--- src/rtl/iq_impair_gen.sv ---
`default_nettype none
// +--------------------------------------------------------------------------+
// | iq_impair_gen : burst quadrature tone with gain/phase/DC impairments,    |
// |                 quantised to 4-bit offset binary.   Rev 1.0              |
// +--------------------------------------------------------------------------+
module iq_impair_gen #(
  parameter int ACC_W = 16,
  parameter int CNT_W = 16
) (
  input  logic                    clk,
  input  logic                    RESET,
  input  logic                    start,
  input  logic                    abort,
  input  logic [ACC_W-1:0]        freq_word,
  input  logic [CNT_W-1:0]        num_samples,
  input  logic [7:0]              gain_q,
  input  logic signed [7:0]       phase_p,
  input  logic signed [7:0]       dc_i,
  input  logic signed [7:0]       dc_q,
  output logic [3:0]              Ix,
  output logic [3:0]              Qx,
  output logic                    iq_valid,
  output logic                    busy,
  output logic                    done
);

  localparam logic [1:0] c_ST_IDLE  = 2'd0;
  localparam logic [1:0] c_ST_RUN   = 2'd1;
  localparam logic [1:0] c_ST_DRAIN = 2'd2;
  localparam logic [1:0] c_ST_DONE  = 2'd3;
  localparam logic [CNT_W-1:0] c_CNT_ONE = {{(CNT_W-1){1'b0}}, 1'b1};
  localparam logic [CNT_W-1:0] c_CNT_ZERO = '0;

  // First quadrant of round(127*sin(2*pi*k/64)), k = 0..16
  function automatic logic signed [7:0] qtab(input logic [4:0] i);
    case (i)
      5'd0:  qtab = 8'sd0;    5'd1:  qtab = 8'sd12;   5'd2:  qtab = 8'sd25;
      5'd3:  qtab = 8'sd37;   5'd4:  qtab = 8'sd49;   5'd5:  qtab = 8'sd60;
      5'd6:  qtab = 8'sd71;   5'd7:  qtab = 8'sd81;   5'd8:  qtab = 8'sd90;
      5'd9:  qtab = 8'sd98;   5'd10: qtab = 8'sd106;  5'd11: qtab = 8'sd112;
      5'd12: qtab = 8'sd117;  5'd13: qtab = 8'sd122;  5'd14: qtab = 8'sd125;
      5'd15: qtab = 8'sd126;  5'd16: qtab = 8'sd127;
      default: qtab = 8'sd0;
    endcase
  endfunction

  function automatic logic signed [7:0] lut_sin(input logic [5:0] k);
    logic signed [7:0] m;
    m = k[4] ? qtab(5'd16 - {1'b0, k[3:0]}) : qtab({1'b0, k[3:0]});
    lut_sin = k[5] ? -m : m;
  endfunction

  function automatic logic [3:0] quant(input logic signed [11:0] v);
    logic [7:0] v8;
    if (v > 12'sd127)       v8 = 8'h7F;
    else if (v < -12'sd128) v8 = 8'h80;
    else                    v8 = v[7:0];
    quant = {~v8[7], v8[6:4]};
  endfunction

  logic [1:0]        r_state, w_next;
  logic [ACC_W-1:0]  r_acc, r_freq;
  logic [CNT_W-1:0]  r_cnt, r_num;
  logic [7:0]        r_gain;
  logic signed [7:0] r_phase, r_dci, r_dcq;

  logic              r_v1, r_v2, r_v3;
  logic signed [7:0] r_c1, r_s1, r_im2;
  logic signed [9:0] r_qm2;
  logic [11:0]       r_qg3, r_ig3;

  logic              w_issue, w_accept;
  logic [5:0]        w_idx;
  logic signed [15:0] w_qm_prod, w_qm_sum;
  logic signed [17:0] w_qg_prod;

  assign w_accept = (r_state == c_ST_IDLE) && start && !abort;
  assign w_issue  = (r_state == c_ST_RUN) && !abort;
  assign w_idx    = r_acc[ACC_W-1 -: 6];

  // ---------------- FSM: state register ----------------
  always_ff @(posedge clk) begin
    if (RESET) r_state <= c_ST_IDLE;
    else       r_state <= w_next;
  end

  // ---------------- FSM: next state ----------------
  always_comb begin
    w_next = r_state;
    case (r_state)
      c_ST_IDLE:  if (start) w_next = (num_samples == c_CNT_ZERO) ? c_ST_DONE : c_ST_RUN;
      c_ST_RUN:   if (r_cnt == r_num - c_CNT_ONE) w_next = c_ST_DRAIN;
      c_ST_DRAIN: if (!(r_v1 || r_v2 || r_v3)) w_next = c_ST_DONE;
      default:    w_next = c_ST_IDLE;
    endcase
    if (abort) w_next = c_ST_IDLE;
  end

  // ---------------- FSM: outputs ----------------
  always_comb begin
    busy = 1'b0;
    done = 1'b0;
    case (r_state)
      c_ST_RUN, c_ST_DRAIN: busy = 1'b1;
      c_ST_DONE:            done = 1'b1;
      default:              ;
    endcase
  end

  // Burst configuration is captured only on an accepted start
  always_ff @(posedge clk) begin
    if (RESET) begin
      r_acc   <= '0;
      r_cnt   <= '0;
      r_freq  <= '0;
      r_num   <= '0;
      r_gain  <= '0;
      r_phase <= '0;
      r_dci   <= '0;
      r_dcq   <= '0;
    end else if (w_accept) begin
      r_acc   <= '0;
      r_cnt   <= '0;
      r_freq  <= freq_word;
      r_num   <= num_samples;
      r_gain  <= gain_q;
      r_phase <= phase_p;
      r_dci   <= dc_i;
      r_dcq   <= dc_q;
    end else if (w_issue) begin
      r_acc <= r_acc + r_freq;
      r_cnt <= r_cnt + c_CNT_ONE;
    end
  end

  // ---------------- datapath ----------------
  assign w_qm_prod = r_phase * r_c1;
  assign w_qm_sum  = {r_s1[7], r_s1, 7'd0} + w_qm_prod;
  assign w_qg_prod = r_qm2 * $signed({1'b0, r_gain});

  always_ff @(posedge clk) begin
    r_c1  <= lut_sin(w_idx + 6'd16);
    r_s1  <= lut_sin(w_idx);
    r_qm2 <= 10'(w_qm_sum >>> 7);
    r_im2 <= r_c1;
    r_qg3 <= 12'(w_qg_prod >>> 7) + {{4{r_dcq[7]}}, r_dcq};
    r_ig3 <= {{4{r_im2[7]}}, r_im2} + {{4{r_dci[7]}}, r_dci};
  end

  // Valid pipeline; abort flushes it but leaves Ix/Qx holding
  always_ff @(posedge clk) begin
    if (RESET) begin
      r_v1     <= 1'b0;
      r_v2     <= 1'b0;
      r_v3     <= 1'b0;
      iq_valid <= 1'b0;
      Ix       <= 4'h8;
      Qx       <= 4'h8;
    end else if (abort) begin
      r_v1     <= 1'b0;
      r_v2     <= 1'b0;
      r_v3     <= 1'b0;
      iq_valid <= 1'b0;
    end else begin
      r_v1     <= w_issue;
      r_v2     <= r_v1;
      r_v3     <= r_v2;
      iq_valid <= r_v3;
      if (r_v3) begin
        Ix <= quant(r_ig3);
        Qx <= quant(r_qg3);
      end
    end
  end

endmodule
`default_nettype wire
--- config.mk ---
export PLATFORM = sky130hd
export DESIGN_NAME = iq_impair_gen
export DESIGN_NICKNAME = d
export VERILOG_FILES = /design/src/rtl/iq_impair_gen.sv
export SDC_FILE = /design/constraint.sdc
export NUM_CORES = 1
export LEC_CHECK = 0
export CAP_MARGIN = 5
export CORE_MARGIN = 2
export CORE_UTILIZATION = 55
export DETAILED_ROUTE_END_ITERATION = 8
export HOLD_SLACK_MARGIN = 0.02
export PLACE_DENSITY = 0.74
export SETUP_SLACK_MARGIN = 0.02
export SYNTH_ARGS = -nofsm -noshare
export SYNTH_HDL_FRONTEND = slang
export SYNTH_SLANG_ARGS = --single-unit
--- constraint.sdc ---
create_clock -name clk -period 6.75 [get_ports clk]
set_input_delay 2.025 -clock clk [delete_from_list [all_inputs] [get_ports clk]]
set_output_delay 2.025 -clock clk [all_outputs]
set_load 0.03 [all_outputs]
## Word level (Yosys, flattened, before mapping)

Memories as Yosys holds them, arrays and structs flattened. A register that Yosys moved wholly into a read port is not among the register bits.
Cells that the tools add are included.
W data, S select, Z words.

- Register bits after elaboration: 164
- Memory bits (read-only): 672
- Output and inout bits: 11
- Memories kept: 4

- Add/subtract/negate cells: 11
- Multiply operators: 2
- Magnitude comparators: 4
- Equal/unequal tests: 7
- Multiplexer cells: 23
- Bitwise operators: 3
- Reductions and logical operators: 13

Memories:

| name | words | bits a word | read ports | clocked after Yosys merged registers in | write ports | RTL line | source |
|---|---|---|---|---|---|---|---|
| (name not given) | 32 | 7 | 1 | 0 | 0 | 36 | `case (i)` |
| (name not given) | 32 | 7 | 1 | 0 | 0 | 36 |  |
| (name not given) | 16 | 7 | 1 | 0 | 0 | 36 |  |
| (name not given) | 16 | 7 | 1 | 1 | 0 | 36 |  |

Operator list:

| operator | number |
|---|---|
| $mux W8 | 14 |
| $add A16 B16 Y16 | 2 |
| $mul A9 B9 Y18 | 1 |
| $add A16 B1 Y16 const B | 1 |
| $eq A16 B16 Y1 | 1 |
| $logic_not A16 Y1 | 1 |
| $mul A8 B8 Y16 | 1 |
| $neg A8 Y8 | 2 |
| $sub A16 B1 Y16 const B | 1 |
| $add A11 B8 Y12 | 1 |
| $gt A12 B8 Y1 const B | 1 |
| $lt A12 B8 Y1 const B | 1 |
| $sub A5 B4 Y5 const A | 2 |
| $add A8 B8 Y9 | 1 |
| $gt A9 B8 Y1 const B | 1 |
| $lt A9 B8 Y1 const B | 1 |
| $mux W2 | 4 |
| $mux W4 | 2 |
| $add A6 B5 Y6 const B | 1 |
| $pmux W2 S3 | 1 |
| $reduce_or A2 Y1 | 3 |
| $eq A2 B2 Y1 const B | 2 |
| $ne A2 B2 Y1 const B | 2 |
| $logic_and A1 B1 Y1 | 3 |
| other kinds (9) | 13 |

## Longest topological paths before layout

- Depth after elaboration: 7
- Mapped depth: 24
- Mapped depth without buffers: 23

## Worst setup path before layout

OpenSTA, ideal clock, no wires.

- Kind: register -> register
- Start: register r_gain[2]
- End: register r_qg3[11]
- Library setup time: 0.058 ns
- Arrival: 5.247 ns
- Setup slack: 1.445 ns
- Cell stages (with the launch flop): 23
- Buffers on the path: 1
- Period minus slack after synthesis: 5.305 ns
- Cells stage by stage: dfxtp_1 clkbuf_1 and2_1 fa_1 inv_1 fa_1 inv_1 fa_1 inv_1 fa_1 inv_1 ha_1 or3_1 nor3_1 nor3_1 o21a_1 nor2_1 xnor2_1 ha_1 nor3_1 nor2_1 a311oi_1 mux2_2

- Word-level cells in the longest chain between the ends: 2

RTL lines:

| what | RTL line | source |
|---|---|---|
| from (decl) | 64 | `logic [7:0] r_gain;` |
| from (signal assigned) | 126 | `r_gain <= gain_q;` |
| $mul A9 B9 Y18 | 139 | `assign w_qg_prod = r_qm2 * $signed({1'b0, r_gain});` |
| $add A11 B8 Y12 | 146 | `r_qg3 <= 12'(w_qg_prod >>> 7) + {{4{r_dcq[7]}}, r_dcq};` |
| to (signal assigned) | 146 |  |
| to (decl) | 70 | `logic [11:0] r_qg3, r_ig3;` |

No other way between the ends.
A chain may end at the register's enable or synchronous reset.

## Worst setup path after layout

Ends and elaborated chain as after synthesis.

==> run metrics <==
period utilisation layout=86.1%; Setup WS pre-CTS=1.02 ns; vias=11000; Min Clock Period, post-route=5.81 ns; core area=24500 sq um; hold_buf cts=0; kind of end point of the critical path=flop; CP arrival=6.19 ns; final WL=30800 um; Antenna Violating Nets Remaining=0; sequential share of power=37.0%; endpoints failing hold=0; Sw Pwr=1.15 mW; fin worst setup slack=0.938 ns; Post-synth EDFFs=0; layer carrying the most global-route usage=met2; Slew HR=22.7%; Clock transition at path regs=0.07 ns; I/O pins=79; Clock power frac=29.1%; synthesized instance count=1623; most frequent cells in the layout=nand2_1 (236), inv_1 (204), dfxtp_1 (163); vias in the first global route=10900; endpoints failing setup=0; Initial Util=56.4%; sequential area share after synthesis=23.6%; Worst Setup Path Type=flop to flop; drt via density=5.46; first-pass GRT wire length=52200 um; WP data required=7.13 ns; PostCTS Resize Cnt=0; Synth-to-Final Area Change=11.1%; DR iter-0 viols=732; register bit total from synthesis=163; Setup Skew=0.0102 ns; routed len/inst=15.4 um; Max Cap Viol=0; CTS max path bufs=2; Int Pwr=2.02 mW; grt ovf=0; Unique masters post-synth=80; GRT met1 Usage=32.2%; Logic pwr share=33.9%; filler-free cell count of the finished design=2006; switching share of power=36.3%; Placement Rows=57; GR Util All Layers=24.3%; clk sink count=163; multi-input logic area=9510 sq um; GR Util met3=3.23%; CTS buffer count=17; Startpoint Class=flop; status=completed; Slew @ Worst Pin=1.16 ns; setup bufs post-CTS=0; crit path max fanout=10; # H-tree levels=4; initial antenna violation count=0; fraction of layout cells with a size suffix above 1=3.63%; TNS Setup=0 ns; TritonCTS clock tree=done; Die X=162 um; Mapped Area=13800 sq um; Buffers on Ports=78; largest net degree at the start of global routing=65; commonest non-fill, non-tap cell in the layout=nand2_1; worst vdd ir=0.164 mV; Root Buffer=clkbuf_16; met2 Resource Use GR=42.0%; Die Y-Extent=162 um; fin nets=1987; diode count=0; Power Density=207 nW/um^2; Final GP Congestion=0.873; Clk Latency, worst-skew pair=0.44 ns; top_reg_cell synth=dfxtp_1; placed insts=1974; fillers=2047; worst hold margin=0.458 ns; max-slew violations=0; drc violations=0; synth warn=0; Post-synth ARST share=0%; Hold Crit Class=flop to flop; Mean Syn Cell Area=8.50 sq um; syn_nets=1941; Initial DRT Pass Iterations=5; RSZ-0062 raised after global routing=false; register area=3260 sq um; FMAX=172 MHz; area of the die=26400 sq um; DP Wirelength=23300 um; Leakage=6.84 nW
[state kept, by name (all words and copies together) (netlist names), 9 cells and up, named ones only]
name,flops
r_acc,16
r_cnt,16
r_num,16
r_freq,16
r_qm2,9
[power by group through the flow]
stage	Sequential, mW	Combinational [mW]	Clock [mW]
CTS	1.17	1.08	0.932
global route	1.19	1.24	0.978
global placement	1.19	1.03	0
finish	1.17	1.08	0.922
floorplan	1.14	0.839	0
detailed placement	1.19	1.06	0
[metrics by stage]
stage               power (mW)  area, sq um  util, %
floorplan                 1.98        13800        -
global placement          2.22        14800     60.4
detailed placement        2.25        14800     60.4
CTS                       3.18        15300     62.7
global route              3.41        15300     62.7
finish                    3.17        15300     62.7
[cells by family (layout without fill, tap and decap cells)]
| logic type | after synthesis | in the layout | synth area share [%] |
|---|---|---|---|
| AOI/OAI and AO/OA | 290 | 290 | 13.1 |
| xor gates and xnor gates | 84 | 84 | 5.33 |
| adders and majority gates | 250 | 250 | 29.5 |
| buffers and inverters | 264 | 323 | 7.43 |
| DFF | 163 | 163 | 23.6 |
| muxes | 16 | 16 | 1.17 |
| and+or+nand+nor | 556 | 556 | 19.8 |
[routing by layer]
metal  up-vias  part of all wire, %
met5         -                    0
met4         0                  1.8
met3        40                  3.8
met2       237                   48
met1      5256                   46
li1       5418                    -
[Yosys cell counts (6+ instances only)]
master	n	area share, %
and3_1	12	0.54
o21ai_0	36	1.3
a211oi_1	6	0.33
o21bai_1	11	0.60
clkbuf_1	40	1.1
nor3b_1	6	0.33
nand2b_1	20	0.91
nor2b_1	16	0.73
and2_1	85	3.9
o21ai_1	7	0.25
or3_1	12	0.54
nand4_1	13	0.59
inv_1	204	5.5
a21o_1	11	0.60
dfxtp_1	163	24
nand3_1	25	0.91
nor4_1	9	0.41
nor3_1	18	0.65
a21oi_1	129	4.7
ha_1	125	11
buf_1	11	0.30
xnor2_1	56	3.6
a31oi_1	14	0.63
o21a_1	8	0.44
xor2_1	28	1.8
nor2_1	73	2.0
fa_1	125	18
nand2_1	236	6.4
mux2i_1	15	1.1
o211ai_1	12	0.65
[final timing paths]
path | from | end | slack [ns] | cells after the start
min | r_acc[9] | r_acc[9] | 0.46 | 2
max reg2reg | r_gain[2] | r_qg3[11] | 0.94 | 20
max | r_gain[2] | r_qg3[11] | 0.94 | 20
min reg2reg | r_acc[9] | r_acc[9] | 0.46 | 2
[critical path, stage by stage (launching register included)]
cell and delay [ns]:
dfxtp_1 0.51, nand2_1 0.13, fa_1 0.56, inv_1 0.05, fa_1 0.50, inv_1 0.06
fa_1 0.50, fa_1 0.56, inv_1 0.04, ha_1 0.32, nand2_1 0.09, nor4_1 0.29
nor3_1 0.17, o41ai_2 0.50, xor2_1 0.25, ha_1 0.27, a21o_1 0.21, nor3_1 0.11
o21ai_0 0.14, a311oi_1 0.29, mux2_2 0.19
[cell type report]
type	instances	share of cell area [%]
multi-input cells	1196	62.0
clock buffers	17	2.77
well taps	324	2.64
clock inverters	15	0.816
flip-flops and latches	163	21.3
inverters	206	5.04
repair buffers	85	5.40
(Power assumes the default switching activity.)
==> variant 1, RTL diff (config.mk and constraints unchanged) <==
Set the parameter `CNT_W` to 20 (it was 16).
--- a/src/rtl/iq_impair_gen.sv
+++ b/src/rtl/iq_impair_gen.sv
@@ -5,7 +5,7 @@
 // +--------------------------------------------------------------------------+
 module iq_impair_gen #(
   parameter int ACC_W = 16,
-  parameter int CNT_W = 16
+  parameter int CNT_W = 20
 ) (
   input  logic                    clk,
   input  logic                    RESET,
Interface: changed (resized num_samples); port bits go from 79 to 83. No check against the original RTL was run, so the function may have changed too.
==> variant 1 against the unedited design <==
  * Highest routed layer unchanged
  * Critical endpoint is now r_qg3[10]
  * Wire length down 1.1%
  * Final area up 2.6%
  * Critical path type unchanged
  * Area after synthesis up 2.4%
  * Power up 3.1%
  * Clock skew up 0.0052 ns
  * Sequential cell count up 8
  * First-iteration DRC count down 23%
  * Sequential power up 4%
  * Worst setup slack worse by 0.27 ns
  * Count of clock-buffer cells in the layout up 1
  * Sequential share of layout area up 0.48 points
==> variant 1: results (changes against the unedited design) <==
| Metric | Value |
|---|---|
| Synth Area in XOR/XNOR | `0.06322 (+0.009901)` |
| H-tree Lvls | `4 (unchanged)` |
| CP peak stage delay | `0.58 ns (+0.02 ns)` |
| # diodes | `0 (unchanged)` |
| Largest cells by area after synthesis | `dfxtp_1, fa_1, ha_1, nand2_1, inv_1` |
| CTS clk-pin slew, worst paths | `0.07 ns (about the same)` |
| Initial DRC Count | `565 (-23%)` |
| Number of global-route vias before repair | `11130 (+1.9%)` |
| Critical R2R Launch | `r_gain[1]` |
| Least-Margin Pin Slew | `0.9765 ns (-0.1818 ns)` |
| Longest Clk Path Bufs | `2 (unchanged)` |
| Delay-heaviest family, CP | `adder cells` |
| Placed Cells | `2008 (+1.7%)` |
| Lkg Pwr | `6.990 nW (+2.1%)` |
| Skew-Pair Late Insertion Delay | `0.44 ns (about the same)` |
| Largest net degree at the start of global routing | `69 (+6.2%)` |
| Mux share of post-synthesis cell area | `0.01789 (+0.006188)` |
| Met1 Wirelength | `13.67 mm (-4.1%)` |
| HP Start | `r_freq[11]` |
| DR pass1 iterations | `5 (unchanged)` |
| Global-route wire length before repair | `51.46 mm (-1.3%)` |
| Vias per inst | `5.416 (-0.80%)` |
| GRT Total Usage | `0.2372 (-0.005320)` |
| Met2 Wirelength | `14.99 mm (+1.0%)` |
| Adder-cell share of the synthesized area | `0.2878 (-0.006941)` |
| Synth Area in Compound Gates | `0.1287 (-0.002561)` |
| Worst path slowest cell | `fa_1` |
| Hold path depth | `2 (unchanged)` |
| WL/cell | `14.93 microns (-2.8%)` |
| Final HPWL DP | `23.31 mm (about the same)` |
| Critical path class | `reg2reg` |
| PostCTS Resize Cnt | `0 (unchanged)` |
| Sequential element share of the synthesized area | `0.2423 (+0.005764)` |
| Clock Tree Root | `clkbuf_16` |
| Met3 WL | `1.209 mm (+3.2%)` |
| DR top layer | `met4` |
| Synth Area per Inst | `8.544 sq um (+0.49%)` |
| FF-to-FF path depth | `24 (+20%)` |
| Yosys cell types | `77 (-3.8%)` |
| Largest regs | `r_cnt: 20 flops, r_num: 20 flops` |
| Number of I/O port buffers | `82 (+5.1%)` |
| Max VDD drop | `0.0001482 V (-9.6%)` |
| Layout cell share with drive strength beyond 1 | `0.03801 (+0.001745)` |
| Status | `finished clean` |
| Top cells by count, synth | `nand2_1, inv_1, dfxtp_1, fa_1, ha_1` |
| WP data arrival | `6.41 ns (+0.22 ns)` |
| Clock skew | `0.01542 ns (+0.005202 ns)` |
| Routability Congestion | `0.8921 (+2.2%)` |
| Post-CTS Setup Inserts | `0 (unchanged)` |
| Post-place setup slack | `0.6888 ns (-0.3334 ns)` |
| Initial antenna violation count | `0 (unchanged)` |
| WL final | `30.45 mm (-1.1%)` |
| Post-placement cell area | `15130 sq um (+2.4%)` |
| Num CTS Buffers | `17 (unchanged)` |
| YS warnings | `0 (unchanged)` |
variant 1: final cells by class:
type                    count  area (sq um)
well taps                 330         412.9
clock inverters            14         153.9
clock buffers              18         439.2
multi-input cells        1209          9649
repair buffers             88         860.8
fillers                  2117          9454
inverters                 210         788.3
flip-flops and latches    171          3423
variant 1: power breakdown:
group          switching, mW  internal [mW]
registers              0.116           1.11
clock network          0.452          0.534
logic                  0.580          0.483
variant 1: cell families after synthesis:
logic type,Yosys count
compound gates,289
flops,171
mux,24
buf+inv,274
xor+xnor,102
fa+ha+maj,250
simple gates,544
variant 1: layer usage:
metal,up-vias,track usage
li1,5494,-
met1,5281,0.3044
met2,231,0.4157
met3,42,0.03485
met4,0,0.06619
met5,-,0
variant 1: per-stage QoR:
step	hold WS [ns]	utilization
4_1_cts	0.4621	0.6246
2_1_floorplan	0.3290	-
6_report	0.4607	0.6246
3_3_place_gp	0.4387	0.6010
3_5_place_dp	0.4472	0.6010
5_1_grt	0.4786	0.6246
variant 1: final timing paths:
kind,endpoint,slack [ns]
max reg2reg,r_qg3[10],0.67
min reg2reg,r_freq[11],0.46
max,r_qg3[10],0.67
min,r_freq[11],0.46
variant 1: tightest hold or removal path, cell delays in order, from the launching register on:
cell	delay (ns)
dfxtp_1	0.31
nand2_1	0.05
a21oi_1	0.05
==> variant 2, RTL diff (same flow settings) <==
Made on the original files. Make the reset (`RESET`) asynchronous in 3 clocked blocks.
--- a/src/rtl/iq_impair_gen.sv
+++ b/src/rtl/iq_impair_gen.sv
@@ -79,7 +79,7 @@
   assign w_idx    = r_acc[ACC_W-1 -: 6];
 
   // ---------------- FSM: state register ----------------
-  always_ff @(posedge clk) begin
+  always_ff @(posedge clk or posedge RESET) begin
     if (RESET) r_state <= c_ST_IDLE;
     else       r_state <= w_next;
   end
@@ -108,7 +108,7 @@
   end
 
   // Burst configuration is captured only on an accepted start
-  always_ff @(posedge clk) begin
+  always_ff @(posedge clk or posedge RESET) begin
     if (RESET) begin
       r_acc   <= '0;
       r_cnt   <= '0;
@@ -148,7 +148,7 @@
   end
 
   // Valid pipeline; abort flushes it but leaves Ix/Qx holding
-  always_ff @(posedge clk) begin
+  always_ff @(posedge clk or posedge RESET) begin
     if (RESET) begin
       r_v1     <= 1'b0;
       r_v2     <= 1'b0;
Formal check against the unedited RTL: differs if RESET is asserted again (counterexample within 4 cycles, from zero or initial values and one cycle with RESET high); with RESET held inactive, the same outputs for 4 cycles.
==> variant 2 against the unedited design <==
  * Worst setup slack got worse by 0.057 ns
  * Sequential cell count shrank 7
  * Clock skew grew 0.0041 ns
  * Final cell count decreased by 4.4%
  * Area after synthesis fell by 2.7%
  * Final area decreased by 1.5%
  * Count of clock-buffer cells in the layout stayed put
  * Sequential share of layout area is 3.1 points higher
  * Wire length decreased by 7.6%
  * Largest cell class unchanged
  * Highest routed layer unchanged
Power is left out: the tool's default activity adds up to more than one toggle a clock period on the data nets, which glitch-free logic cannot reach.
==> variant 2: results (changes against the unedited design) <==
| Metric | Value |
|---|---|
| Global-route wire length before repair | `48.53 mm (-7.0%)` |
| Net Count, Synth | `1838 (-5.3%)` |
| Longest Clk Path Bufs | `2 (unchanged)` |
| Top cells by count, synth | `nand2_1, inv_1, fa_1, ha_1, dfrtp_1` |
| # diodes | `0 (unchanged)` |
| GRT Total Usage | `0.2321 (-0.01047)` |
| Clock skew | `0.01432 ns (+0.004103 ns)` |
| Least-Margin Pin Slew | `0.8934 ns (-0.2650 ns)` |
| Mux share of post-synthesis cell area | `0.01183 (+0.0001330)` |
| WP data arrival | `6.23 ns (+0.04 ns)` |
| YS warnings | `0 (unchanged)` |
| Final HPWL DP | `21.92 mm (-6.0%)` |
| Non-Filler Instances | `1918 (-4.4%)` |
| Initial antenna violation count | `0 (unchanged)` |
| Number of global-route vias before repair | `10310 (-5.6%)` |
| Routed Antenna Nets | `0 (unchanged)` |
| Routability Congestion | `0.8790 (+0.66%)` |
| Synth Area in XOR/XNOR | `0.06325 (+0.009932)` |
| Worst Setup SP | `r_gain[2]` |
| Hold Slack | `0.4589 ns (+0.001301 ns)` |
| Post-placement cell area | `14480 sq um (-2.0%)` |
| FF-to-FF path depth | `24 (+20%)` |
| Terminating pin of the worst hold path | `Ix[3]` |
| Layout cell share with drive strength beyond 1 | `0.03576 (-0.0005073)` |
| Adder-cell share of the synthesized area | `0.2972 (+0.002454)` |
| R2R Setup Slk | `0.88 ns (-0.06 ns)` |
| WL/cell | `14.84 microns (-3.4%)` |
| CP max FO | `10 (unchanged)` |
| Post-place setup slack | `0.9388 ns (-0.08346 ns)` |
| R2R Path End | `r_qg3[10]` |
| Skew-Pair Late Insertion Delay | `0.44 ns (about the same)` |
| Vias per inst | `5.276 (-3.4%)` |
| Post-CTS Setup Inserts | `0 (unchanged)` |
| Hold/Removal Path Class | `reg2reg` |
| CP peak stage delay | `0.56 ns (about the same)` |
| HP Start | `r_ig3[8]` |
| Yosys cell types | `58 (-28%)` |
| Largest cells by area after synthesis | `dfrtp_1, fa_1, ha_1, nand2_1, dfxtp_1` |
| DR pass1 iterations | `4 (-1)` |
| Sequential element share of the synthesized area | `0.2737 (+0.03720)` |
| Hold path depth | `1 (-1)` |
| H-tree Lvls | `4 (unchanged)` |
| PostCTS Resize Cnt | `0 (unchanged)` |
| Status | `finished clean` |
| Post-Syn Instances | `1526 (-6.0%)` |
| Delay-heaviest family, CP | `adder cells` |
| Number of I/O port buffers | `78 (unchanged)` |
| Initial DRC Count | `422 (-42%)` |
| Num CTS Buffers | `17 (unchanged)` |
| Clock Tree Root | `clkbuf_16` |
| Worst path slowest cell | `fa_1` |
| CTS clk-pin slew, worst paths | `0.07 ns (about the same)` |
| Fillcell total | `2037 (-0.49%)` |
| Largest net degree at the start of global routing | `64 (-1.5%)` |
| Synth Area in Compound Gates | `0.09744 (-0.03386)` |
| Ys async rst share | `0.7051 (+0.7051)` |
| Predominant post-synthesis flop cell | `dfrtp_1` |
==> variant 2: worst max path at each step <==
stage	endpoint	depth (start not counted)	slack [ns]
after global placement	r_qg3[11]	22	1.14
final	r_qg3[10]	24	0.88
after global routing	r_qg3[10]	24	0.56
after detailed placement	r_qg3[10]	24	0.94
after floorplan	r_qg3[11]	22	1.34
after CTS	r_qg3[10]	24	0.90
==> variant 2: area by class of cell <==
type | instances | area [sq um] | area share
Multi-Input combinational cell | 1112 | 8777 | 0.5813
Clock buffer | 17 | 425.4 | 0.02817
Clock inverter | 15 | 190.2 | 0.01260
Sequential cell | 156 | 3676 | 0.2435
Inverter | 211 | 794.5 | 0.05262
Tap cell | 324 | 405.4 | 0.02685
Timing Repair Buffer | 83 | 830.8 | 0.05502
==> variant 2: routing by layer <==
| layer | share of wire | track usage |
|---|---|---|
| met5 | 0 | 0 |
| met4 | 0.015 | 0.06265 |
| met3 | 0.034 | 0.03039 |
| met2 | 0.51 | 0.4185 |
| met1 | 0.44 | 0.2942 |
